==> src/rtl/alu_div.sv <==
// rtl/alu_div.sv - signed restoring divider: 1 cycle load, 8 CALC steps, 1 FIX step
module alu_div #(
    parameter int WIDTH = 8
) (
    input  logic             Clock,
    input  logic             nReset,
    input  logic             Start,
    input  logic [WIDTH-1:0] DataA,
    input  logic [WIDTH-1:0] DataB,
    output logic             Busy,
    output logic             Done,
    output logic [WIDTH-1:0] Quot,
    output logic [WIDTH-1:0] Rem,
    output logic             DivZero
);
    typedef enum logic [1:0] {S_IDLE, S_CALC, S_FIX} state_t;

    state_t           r_state;
    logic [7:0]       r_cnt;
    logic [WIDTH:0]   r_prem;
    logic [WIDTH-1:0] r_dvd;
    logic [WIDTH-1:0] r_dsr;
    logic [WIDTH-1:0] r_a;
    logic             r_sb;
    logic             r_zero;

    logic [WIDTH-1:0] w_mag_a;
    logic [WIDTH-1:0] w_mag_b;
    logic [WIDTH+1:0] w_sh;
    logic             w_fits;
    logic [WIDTH:0]   w_sub;
    logic [WIDTH-1:0] w_qneg;
    logic [WIDTH-1:0] w_rneg;

    // Magnitudes are unsigned, so -128 maps cleanly onto 128.
    assign w_mag_a = DataA[WIDTH-1] ? (~DataA + 1'b1) : DataA;
    assign w_mag_b = DataB[WIDTH-1] ? (~DataB + 1'b1) : DataB;
    assign w_sh    = {r_prem, r_dvd[WIDTH-1]};
    assign w_fits  = (w_sh >= {2'b00, r_dsr});
    assign w_sub   = w_sh[WIDTH:0] - {1'b0, r_dsr};
    assign w_qneg  = ~r_dvd + 1'b1;
    assign w_rneg  = ~r_prem[WIDTH-1:0] + 1'b1;

    always_ff @(posedge Clock or negedge nReset) begin
        if (!nReset) begin
            r_state <= S_IDLE;
            r_cnt   <= '0;
            r_prem  <= '0;
            r_dvd   <= '0;
            r_dsr   <= '0;
            r_a     <= '0;
            r_sb    <= 1'b0;
            r_zero  <= 1'b0;
            Busy    <= 1'b0;
            Done    <= 1'b0;
            Quot    <= '0;
            Rem     <= '0;
            DivZero <= 1'b0;
        end else begin
            Done <= 1'b0;
            case (r_state)
                S_IDLE: begin
                    if (Start) begin
                        r_state <= S_CALC;
                        r_cnt   <= '0;
                        r_prem  <= '0;
                        r_dvd   <= w_mag_a;
                        r_dsr   <= w_mag_b;
                        r_a     <= DataA;
                        r_sb    <= DataB[WIDTH-1];
                        r_zero  <= (DataB == '0);
                        Busy    <= 1'b1;
                    end
                end
                S_CALC: begin
                    // Quotient bits shift into the vacated low end of the dividend register.
                    r_prem <= w_fits ? w_sub : w_sh[WIDTH:0];
                    r_dvd  <= {r_dvd[WIDTH-2:0], w_fits};
                    r_cnt  <= r_cnt + 8'd1;
                    if (r_cnt == 8'(WIDTH - 1)) begin
                        r_state <= S_FIX;
                    end
                end
                S_FIX: begin
                    if (r_zero) begin
                        Quot <= '1;
                        Rem  <= r_a;
                    end else begin
                        Quot <= (r_a[WIDTH-1] ^ r_sb) ? w_qneg : r_dvd;
                        Rem  <= r_a[WIDTH-1] ? w_rneg : r_prem[WIDTH-1:0];
                    end
                    DivZero <= r_zero;
                    Busy    <= 1'b0;
                    Done    <= 1'b1;
                    r_state <= S_IDLE;
                end
                default: r_state <= S_IDLE;
            endcase
        end
    end
endmodule

==> config.mk <==
export PLATFORM = sky130hd
export DESIGN_NAME = alu_div
export DESIGN_NICKNAME = d
export VERILOG_FILES = /design/src/rtl/alu_div.sv
export SDC_FILE = /design/constraint.sdc
export NUM_CORES = 1
export LEC_CHECK = 0
export CAP_MARGIN = 20
export CORE_ASPECT_RATIO = 0.7
export CORE_MARGIN = 5
export CORE_UTILIZATION = 57
export CTS_CLUSTER_DIAMETER = 60
export DETAILED_ROUTE_END_ITERATION = 6
export PLACE_DENSITY = 0.79
export SYNTH_ARGS = -nofsm -noshare
export SYNTH_HDL_FRONTEND = slang
export SYNTH_SLANG_ARGS = --single-unit
==> constraint.sdc <==
create_clock -name Clock -period 2.8 [get_ports Clock]
set_input_delay 0.28 -clock Clock [delete_from_list [all_inputs] [get_ports Clock]]
set_output_delay 0.28 -clock Clock [all_outputs]
set_load 0.005 [all_outputs]
==> flow_summary.ini <==
[pwr]
ir_worst_vdd_uv = 678
powerDensity_nw_per_um2 = 1240
static-leakage-power_nw = 1.91
totalPowerFinal_mw = 5.28

[grt]
vias_in_the_first_global_route = 3024
grt_first_pass_wirelength_mm = 14.4
grt_antenna_before_repair = 0
maximum_number_of_pins_on_one_net_before_global_route_repair = 37
grt_overflow = 0
grt.total_usage_pct = 22.3

[worst_setup_path]
worst_setup_path_category = reg2reg
endpoint_kind = register
worstSetupStartpointType = register
r2r_setup_slack_ns = 0.33
path_max_fanout = 12
worstReg2RegStart = r_dvd[7]
worst-endpoint-required_ns = 3.04
rr_worst_depth = 9
critical_path.reg2reg.endpoint = r_prem[0]
timing.critical_path.arrival_ns = 2.71

[hold_path]
min_delay_worst_endpoint = r_a[5]
hold_path_class = reg2reg
whs_path_depth = 2
hold_start = r_a[5]

[finish]
n_fill_cell = 478
layout.cell_area.non_filler_um2 = 4270
post_route_cells_drive_above_1_share_pct = 6.29
finished_core_util_pct = 69.0
final_standard_cell_count_with_taps_included_and_fillers_excluded = 523
num-nets-final = 473
synthToLayoutAreaGrowth_pct = 19.0
count_of_antenna_diodes_in_the_layout = 0

[yosys]
synth_area_um2 = 3590
ys_seq_elements = 64
synth_cell_type_count = 47
asyncSetResetFlopFracSynth_pct = 100
synth_area_per_cell_um2 = 8.88
synth-edff-count = 0
postSynthCellCount = 404
synthFlopType = dfrtp_1
syn-num-nets = 437
seq_area_frac_synth_pct = 44.6
yosys_warnings = 0

[sta]
final_critical_path_setup_slack_ns = 0.330
min_period_over_period_pct = 88.2
timing.fmax_ghz = 0.405
worst_slew_pin_slew_ns = 0.729
timing.hold.ws_ns = 0.475
rsz_0062_raised_after_global_routing = no
tns_ns = 0
fin_crit_ns = 2.47
timing.final.setup_violations = 0
slew_viol_final = 0
final_hold_violation_count = 0
slew_headroom_pct = 51.3
clock-skew-final_ns = 0.00983

[floorplan]
floorplan.die.height_um = 76.4
core_region_area_um2 = 6190
num_rows = 24
chipWidth_um = 105
initial_utilization_pct = 58.0
boundaryPins = 38
full_die_area_um2 = 8010

[clock_tree]
worst_skew_pair.late_latency_ns = 0.35
cts.path.max_buffers = 2
cts_tree = yes
h-tree-depth = 3
numCtsBuffers = 9
clkSlewWorstSetupHoldPaths_ns = 0.08
post_cts.resized_instances = 0
numClockSinks = 64
cts_root_buffer = clkbuf_8

[drt]
detail_route.wl_per_cell_um = 16.4
drcViolationCount = 0
wl_mm = 8.60
1st_iter_drt_viols = 202
dr.pass1.iters = 4
via_per_inst = 5.81
antenna_violating_nets_post_route = 0
num_vias = 3038

[place]
dp.final_hpwl_mm = 6.35
total_of_buffers_placed_on_input_and_output_ports = 37
dpl_cell_area_um2 = 4030
gp_congestion = 0.944
placedCellCount = 506
placement.setup.worst_slack_ns = 0.361

[job]
timing.max_cap.violations = 0

[status]
outcome = finished clean
-- critical path, stage by stage, from the launching register on --
cell	delay, ns
dfrtp_1	0.40
inv_1	0.08
ha_1	0.16
inv_1	0.05
fa_1	0.40
a21o_1	0.22
a211oi_1	0.28
o211ai_2	0.32
mux2i_1	0.22
a21o_1	0.21
-- registers in the layout (all words and copies together), names as in the netlist --
name / flops
Rem: 8
r_sb: 1
r_dvd: 8
r_a: 8
Quot: 8
r_state: 2
Done: 1
r_cnt: 8
r_dsr: 8
Busy: 1
DivZero: 1
r_prem: 9
r_zero: 1
-- where the power goes --
| group | internal, mW | switching, mW |
|---|---|---|
| sequential | 1.30 | 0.358 |
| combinational | 1.23 | 1.49 |
| clock | 0.511 | 0.389 |
-- worst max-delay path by stage --
| stage | startpoint | end | cells after the start |
|---|---|---|---|
| after CTS | r_dvd[7] | r_prem[0] | 9 |
| after floorplan | r_dvd[7] | r_prem[7] | 10 |
| final | r_dvd[7] | r_prem[0] | 9 |
| after global routing | r_dvd[7] | r_prem[7] | 9 |
| after global placement | r_dvd[7] | r_prem[0] | 9 |
| after detailed placement | r_dvd[7] | r_prem[0] | 9 |
-- layout by cell type (no fill, tap or decap), drive strengths merged, types with 2 or more instances in the layout --
master / netlist / final
nand2: 65 / 65
dfrtp: 64 / 64
o21ai: 44 / 44
clkdlybuf4s50: 0 / 36
nor2: 28 / 28
inv: 22 / 24
xnor2: 19 / 19
a21oi: 17 / 17
mux2i: 13 / 13
nand3: 13 / 13
ha: 13 / 13
clkbuf: 14 / 9
xor2: 8 / 8
buf: 6 / 8
o31ai: 7 / 7
nand4: 7 / 7
a22oi: 7 / 7
nand2b: 6 / 6
nor3: 6 / 6
o211ai: 6 / 6
a31oi: 5 / 5
or3: 4 / 4
nor2b: 4 / 4
clkinv: 0 / 3
or4: 2 / 2
o311ai: 2 / 2
o21a: 2 / 2
nor4: 2 / 2
a21o: 2 / 2
a211oi: 2 / 2
bufinv: 0 / 2
o221ai: 2 / 2
-- area by class of cell --
type	instances	area, µm²	area share [%]
Clock buffer	9	124	2.90
Multi-Input combinational cell	298	1820	42.7
Sequential cell	64	1600	37.5
Timing Repair Buffer	45	440	10.3
Clock inverter	7	103	2.40
Inverter	22	82.6	1.93
Tap cell	78	97.6	2.29
-- routing by layer --
metal,global-route usage [%],vias up,wire length (µm)
li1,-,1485,-
met1,32.5,1444,4200
met2,31.7,93,3730
met3,5.93,16,538
met4,8.30,0,135
met5,0,-,0
-- cells in the mapped netlist, types with 2 or more instances --
cell type	count	share of area (%)
nor3_1	6	0.84
buf_1	2	0.21
mux2i_1	13	3.6
a211oi_1	2	0.42
xor2_1	8	2.0
nor2_1	28	2.9
a31oi_1	5	0.87
nand4_1	7	1.2
o311ai_0	2	0.49
o211ai_1	5	1.0
nor2b_1	4	0.70
xnor2_1	19	4.6
dfrtp_1	64	45
o21ai_0	43	6.0
inv_1	21	2.2
a21oi_1	17	2.4
nand2b_1	6	1.0
ha_1	13	4.5
a22oi_1	7	1.5
or4_1	2	0.42
buf_2	3	0.42
or3_1	4	0.70
o21a_1	2	0.42
o31ai_1	7	1.5
nand2_1	65	6.8
a21o_1	2	0.42
clkbuf_1	14	1.5
nand3_1	13	1.8
nor4_1	2	0.35
-- kinds of logic (layout without fill, tap and decap cells) --
family	count (synthesis)	after routing	share of synthesized area, %
compound gates	102	102	17.5
xor+xnor	27	27	6.59
fa+ha+maj	14	14	5.09
buf+inv	42	83	4.60
flops	64	64	44.6
mux	13	13	3.63
simple gates	142	142	17.9
-- timing repair --
item                                   4_1_cts  5_1_grt
buffers inserted                             0        0
endpoints found under the hold margin       28        0
hold buffers                                 1        0
(Power assumes the default switching activity.)
